==> src/rtl/hash_test_ctrl.sv <==
// On-chip test-flow controller for a block-hash core: LFSR message blocks, init/next sequencing,
// MISR signature of returned digests, timeout flagging. Define CONTINUOUS_RUN_EN for endless runs.
module hash_test_ctrl #(
    parameter int          BLOCK_W     = 512,
    parameter int          DIGEST_W    = 256,
    parameter int          NUM_VECTORS = 16,
    parameter int          TIMEOUT_CYC = 30,
    parameter logic [31:0] SEED        = 32'h1
) (
    input  logic                               clk,
    input  logic                               rst,
    input  logic                               start,
    input  logic                               abort,
    input  logic                               core_ready,
    input  logic                               digest_valid,
    input  logic [DIGEST_W-1:0]                digest,
    output logic                               init,
    output logic                               next,
    output logic [BLOCK_W-1:0]                 block,
    output logic                               busy,
    output logic                               done,
    output logic [DIGEST_W-1:0]                signature,
    output logic [$clog2(NUM_VECTORS+1)-1:0]   vec_count,
    output logic                               timeout_err
);

    localparam int          LANES = BLOCK_W / 32;
    localparam int          VCW   = $clog2(NUM_VECTORS + 1);
    localparam int          TCW   = $clog2(TIMEOUT_CYC + 1);
    localparam logic [31:0] POLY  = 32'h8020_0003;

    typedef enum logic [2:0] {
        S_IDLE,
        S_WAIT_READY,
        S_INIT,
        S_NEXT,
        S_WAIT_DIGEST,
        S_CAPTURE,
        S_DONE
    } state_t;

    state_t           state;
    state_t           state_nx;
    logic             init_d;
    logic             next_d;
    logic             done_d;
    logic [TCW-1:0]   tcnt;
    logic [TCW-1:0]   tcnt_inc;
    logic             wait_to;
    logic [VCW-1:0]   vec_inc;
    logic             last_vec;

    function automatic logic [BLOCK_W-1:0] seed_pattern();
        logic [BLOCK_W-1:0] p;
        logic [31:0]        lane;
        p = '0;
        for (int i = 0; i < LANES; i++) begin
            lane = SEED ^ 32'(i);
            if (lane == 32'h0) lane = 32'h1;
            p[32*i +: 32] = lane;
        end
        return p;
    endfunction

    function automatic logic [BLOCK_W-1:0] lfsr_step(input logic [BLOCK_W-1:0] cur);
        logic [BLOCK_W-1:0] nx;
        logic [31:0]        s;
        nx = '0;
        for (int i = 0; i < LANES; i++) begin
            s = cur[32*i +: 32];
            nx[32*i +: 32] = (s >> 1) ^ (s[0] ? POLY : 32'h0);
        end
        return nx;
    endfunction

    // Core handshake: a command is issued only after core_ready is seen high (or the wait times
    // out); a digest is consumed in the single cycle digest_valid is high during WAIT_DIGEST and
    // ignored in every other state. The core never sees backpressure from this block.

    assign tcnt_inc = (tcnt == TCW'(TIMEOUT_CYC)) ? tcnt : tcnt + TCW'(1);
    assign wait_to  = (tcnt == TCW'(TIMEOUT_CYC - 1));
    assign vec_inc  = vec_count + VCW'(1);
    assign last_vec = (vec_inc == VCW'(NUM_VECTORS));
    assign busy     = (state != S_IDLE) && (state != S_DONE);

    always_ff @(posedge clk or posedge rst) begin
        if (rst) begin
            state <= S_IDLE;
            init  <= 1'b0;
            next  <= 1'b0;
            done  <= 1'b0;
        end else begin
            state <= state_nx;
            init  <= init_d;
            next  <= next_d;
            done  <= done_d;
        end
    end

    always_comb begin
        state_nx = state;
        case (state)
            S_IDLE, S_DONE: if (start) state_nx = S_WAIT_READY;
            S_WAIT_READY:   if (core_ready || wait_to) state_nx = S_INIT;
            S_INIT:         state_nx = S_NEXT;
            S_NEXT:         state_nx = S_WAIT_DIGEST;
            S_WAIT_DIGEST:  if (digest_valid || wait_to) state_nx = S_CAPTURE;
            S_CAPTURE: begin
`ifdef CONTINUOUS_RUN_EN
                state_nx = S_WAIT_READY;
`else
                state_nx = last_vec ? S_DONE : S_WAIT_READY;
`endif
            end
            default:        state_nx = S_IDLE;
        endcase
        if (abort) state_nx = S_IDLE;
    end

    // Strobes are registered from the next state so each is high for exactly the INIT/NEXT cycle.
    always_comb begin
        init_d = (state_nx == S_INIT);
        next_d = (state_nx == S_NEXT);
        done_d = (state == S_CAPTURE) && last_vec && !abort;
    end

    always_ff @(posedge clk or posedge rst) begin
        if (rst) begin
            signature   <= '0;
            vec_count   <= '0;
            timeout_err <= 1'b0;
            tcnt        <= '0;
            block       <= seed_pattern();
        end else if (!abort) begin
            case (state)
                S_IDLE, S_DONE: begin
                    if (start) begin
                        signature   <= '0;
                        vec_count   <= '0;
                        timeout_err <= 1'b0;
                        tcnt        <= '0;
                        block       <= seed_pattern();
                    end
                end
                S_WAIT_READY: begin
                    if (!core_ready) begin
                        tcnt <= tcnt_inc;
                        if (wait_to) timeout_err <= 1'b1;
                    end
                end
                S_NEXT: tcnt <= '0;
                S_WAIT_DIGEST: begin
                    if (digest_valid) begin
                        signature <= {signature[DIGEST_W-2:0], signature[DIGEST_W-1]} ^ digest;
                    end else begin
                        tcnt <= tcnt_inc;
                        if (wait_to) timeout_err <= 1'b1;
                    end
                end
                S_CAPTURE: begin
                    block <= lfsr_step(block);
                    tcnt  <= '0;
`ifdef CONTINUOUS_RUN_EN
                    vec_count <= last_vec ? '0 : vec_inc;
`else
                    vec_count <= vec_inc;
`endif
                end
                default: ;
            endcase
        end
    end

endmodule
==> config.mk <==
export PLATFORM = sky130hd
export DESIGN_NAME = hash_test_ctrl
export DESIGN_NICKNAME = d
export VERILOG_FILES = /design/src/rtl/hash_test_ctrl.sv
export SDC_FILE = /design/constraint.sdc
export NUM_CORES = 2
export LEC_CHECK = 0
export BUFFER_PORTS_ARGS = -buffer_cell sky130_fd_sc_hd__buf_2
export CAP_MARGIN = 20
export CELL_PAD_IN_SITES_DETAIL_PLACEMENT = 0
export CELL_PAD_IN_SITES_GLOBAL_PLACEMENT = 1
export CORE_AREA = 4 4 398 400
export DETAILED_ROUTE_END_ITERATION = 7
export DIE_AREA = 0 0 402 404
export PLACE_DENSITY = 0.52
export SYNTH_ARGS = -nofsm -noshare
export SYNTH_HDL_FRONTEND = slang
export SYNTH_SLANG_ARGS = --single-unit
==> constraint.sdc <==
create_clock -name clk -period 25.1 [get_ports clk]
set_input_delay 2.51 -clock clk [delete_from_list [all_inputs] [get_ports clk]]
set_output_delay 2.51 -clock clk [all_outputs]
set_load 0.01 [all_outputs]
Yosys cells after proc, flatten, opt, wreduce, memory -nomap -nowiden --
Cells that the tools add are included.
Storage, ports and cells: bits in registers 785, word-level logic and storage cells 101, output and inout port bits 778, input bits 262
Cells by class: muxes and demuxes 38, reductions and logical operators 18, equal/unequal tests 16, add/subtract/negate cells 2, bitwise logic cells 18
Operators by type and width (count):
- one-hot mux 512 bit (2 select lines) | 1
- two-way mux 256 bit | 2
- two-way mux 32 bit | 16
- two-way mux 512 bit | 1
- one-hot mux 256 bit (2 select lines) | 1
- bitwise XOR 31 x 32 -> 32 bit | 16
- bitwise XOR 256 bit | 1
- two-way mux 5 bit | 4
- one-hot mux 5 bit (4 select lines) | 1
- one-hot mux 3 bit (6 select lines) | 1
- == test 5 bit, second input constant | 3
- two-way mux 3 bit | 5
- == test 3 x 2 -> 1 bit, second input constant | 4
- adder 5 x 1 -> 5 bit, second input constant | 2
- one-hot mux 5 bit (2 select lines) | 1
- AND reduction 5 bit | 2
- == test 3 bit, second input constant | 3
- inequality test 2 bit, second input constant | 4
- nonzero test 3 bit | 2
- two-way mux 1 bit | 4
- AND reduction 4 bit | 1
- nonzero test 2 bit | 2
- nonzero test 4 bit | 1
- OR reduction 2 bit | 2
- other kinds (9) | 12

Depth between registers and ports, before layout --
depth in word-level cells 6, gate-level depth with buffers 9, depth with buffers taken out 7

Least setup slack after synthesis --
OpenSTA, ideal clock, no wires.
path type input to register, start input port abort, end register signature[167], path buffers 4, stages 7, path slack 21.335 ns, required time 24.960 ns, arrival time 3.625 ns, library setup time 0.140 ns, cells stage by stage clkbuf_1 or3_1 buf_2 buf_6 buf_1 nand2_1 o31ai_2
On the way: cells in the longest elaborated chain, start to end 2
RTL lines:
- from (decl) | RTL line 13 | input logic abort,
- NOT 1 bit (no source line)
- AND reduction 4 bit (no source line)
- to (signal assigned) | RTL line 154 | signature <= {signature[DIGEST_W-2:0], signature[DIGEST_W-1]} ^ digest;
- to (decl) | RTL line 22 | output logic [DIGEST_W-1:0] signature,
No other way between the ends. A chain may end at the register's enable or synchronous reset.

Worst setup path after layout --
start input port digest_valid, end register signature[26]
On the way: cells in the longest elaborated chain, start to end 2
RTL lines:
- from (decl) | RTL line 15 | input logic digest_valid,
- inequality test 2 bit (no source line)
- AND reduction 4 bit (no source line)
No other way between the ends.

==> run metrics <==
worst hold margin=471 ps; initial core utilization=21.0%; sequential area share after synthesis=60.3%; critical path capture point type=flip-flop; outcome=complete, no violations; Post-Syn Instances=2502; I/O Pins=around 1000; first-pass GRT wire length=195 mm; most common cell in the netlist=dfrtp_1; iteration-0 DRC count of the detailed router=1873; CTS root buffer=clkbuf_16; Layout Utilization=27.7%; Worst IR Drop VDD=0.0459 mV; GPL Wtd Cong=roughly 0.84; CTS tree=done; port buffer count=1039; crit-path max FO=72; average size of a mapped cell=13.1 um2; Ys Warns=0; Hold WC Path Type=reg -> reg; simple-gate area share of the yosys netlist=4.97%; Yosys cell types=46; Clock Skew=about 37 ps; fraction of registers with async set/reset=100%; CTS Buf Count=95; WL/cell=24.7 um; CTS Buffer Depth=3; Synth Area in Compound Gates=23.1%; DP Area=39700 um2; fmax=approximately 0.14 GHz; nature of the critical path startpoint=input pin; DR vias=24500; clock latency on the worst-skew pair=710 ps; power share of the combinational group=6.8%; vias per inst=4.37; Post-synth EDFFs=0; Cell Area, Synth=about 33000 um2; part of the cycle the worst path needs=29.1%; Max Cap Viol=0; net switching power=750 uW; Nets=3730; initial antenna violation count=38; xor and xnor area share after synthesis=8.04%; Post-DRT Antenna Nets=0; GRT overflow=0; register bit total from synthesis=785; Clock Sinks=785; gr usage total=roughly 16%; Initial DRT Pass Iterations=4; sequential share of power=about 45%; ranking of synthesized cells by area=dfrtp_1 (58%), a22o_1 (12%), o31ai_2 (8.8%), xnor2_1 (7.8%), nand2_1 (3.5%); Sum Neg Setup Slack=0 ps; die footprint=162000 um2; DRC violations left=0; Routed WL=138 mm; post-route cell area=43000 um2; main combinational cell family by area after synthesis=compound AO/OA/AOI/OAI gates; Finish-stage setup viols=0; Fillers=about 16000; Critical Path RT=25690 ps; floorplan row count=between 100 and 150; core area=155000 um2; internal power=2170 uW; actual slew at the worst max-slew pin=1240 ps; relative slew slack=between 10% and 20%; area grow syn2layout=31.6%; Clock Power Share=48.6%; layout cells sized above 1=42.4%; largest net degree at the start of global routing=191; vias in the first global route=24900; Synthesized Nets=2769; hpwl dp=102 mm; CP arrival=7910 ps; Yosys top cell by area=dfrtp_1; ys flop type=dfrtp_1; PwrDens=67.9 nW/um2; hold_buf cts=0; Yosys top cell area share=roughly 58%; Adder-Cell Fraction of Synth Area=less than 1%; die width=402 um; unrepaired setup endpoints after global routing=no; H-tree Lvls=3; synth cell count leaders=dfrtp_1 (752), a22o_1 (450), nand2_1 (307); switching share of power=between 20% and 30%; setup bufs post-CTS=0; leakage power=0.0213 uW; die span in y=404 um; Final Hold Viols=0; Critical Setup Path Class=in -> reg; mux contribution to synthesized area=0%; Final Max Slew Viols=0; fin crit period=7310 ps; Reg clk slew, reported paths=60 ps; post-cts gate resize count=0
[through the flow]
stage	total power, uW	std cells	setup slack [ps]
CTS	2980	5599	17890
global route	3040	5602	17350
detailed placement	1530	5423	17100
finish	2920	5610	17790
floorplan	1450	2502	604
global placement	1530	5423	17130
[per-layer routing]
layer / global-route usage (%) / share of wire [%] / vias to the layer above
met3: 6.03 / 8.6 / 194
met5: 0 / 0.11 / -
li1: - / - / 11000
met1: 19.7 / 40 / 12400
met4: 5.74 / 3.7 / 22
met2: 27.1 / 48 / 909
[sequential cells by signal, summed over array words and instances (netlist names)]
signal	flops
vec_count	5
state	3
next	1
done	1
timeout_err	1
init	1
signature	256
tcnt	5
block	512
[cell type report]
cell class              instances  area, um2  area share, %
diodes                         10       25.0         0.0582
clock buffers                 142       2800           6.50
clock inverters                34        422          0.981
inverters                       9       41.3         0.0961
multi-input cells            1501      11900           27.7
flip-flops and latches        785      19700           45.8
well taps                    2058       2570           5.99
repair buffers               1071       5520           12.8
[power groups by stage]
stage	clock, uW	sequential, uW	combinational (uW)
finish	1420	1300	200
global route	1520	1300	221
CTS	1470	1300	206
detailed placement	0	1320	205
global placement	0	1320	206
floorplan	0	1320	122
[logic make-up (layout without fill, tap and decap cells)]
group                      count (synthesis)  after routing
AOI/OAI and AO/OA                        794            794
DFF                                      785            785
and+or+nand+nor                          403            403
xor gates and xnor gates                 299            299
buffers and inverters                    216           1256
adders and majority gates                  5              5
other                                      0             10
[final timing paths]
path	start	to	slack [ps]	depth (start not counted)
max	digest_valid	signature[26]	17790	11
min	block[386]	block[386]	470	2
max reg2reg	state[2]	signature[26]	18850	10
min reg2reg	block[386]	block[386]	470	2
max in group asynchronous	rst	block[3]	19320	6
min in group asynchronous	rst	signature[12]	1890	2
[critical path, cell delays in order]
cell       delay (ps)
buf_2             110
inv_1              50
a2bb2oi_1         150
or3_4             600
buf_4             750
buf_4             770
buf_4             830
buf_4             790
buf_4             810
nand2_1           160
o31ai_2            90
[cell usage in the layout (no fill, tap or decap), drive strengths merged, types with 2 or more instances in the layout]
cell type / n
ha: 5
o21ai: 31
o21a: 2
nand3b: 4
a41o: 2
nor2: 47
a2111oi: 2
dfrtp: 752
a21oi: 23
diode: 10
bufinv: 5
nand2: 307
buf: 1071
a21o: 2
xor2: 9
xnor2: 290
o22ai: 3
and3: 9
clkbuf: 142
inv: 13
or2: 2
nand2b: 3
nand4: 3
nand3: 7
o31ai: 270
clkinv: 22
a22o: 450
nor3: 14
dfstp: 33
clkinvlp: 3
(Power assumes the default switching activity.)
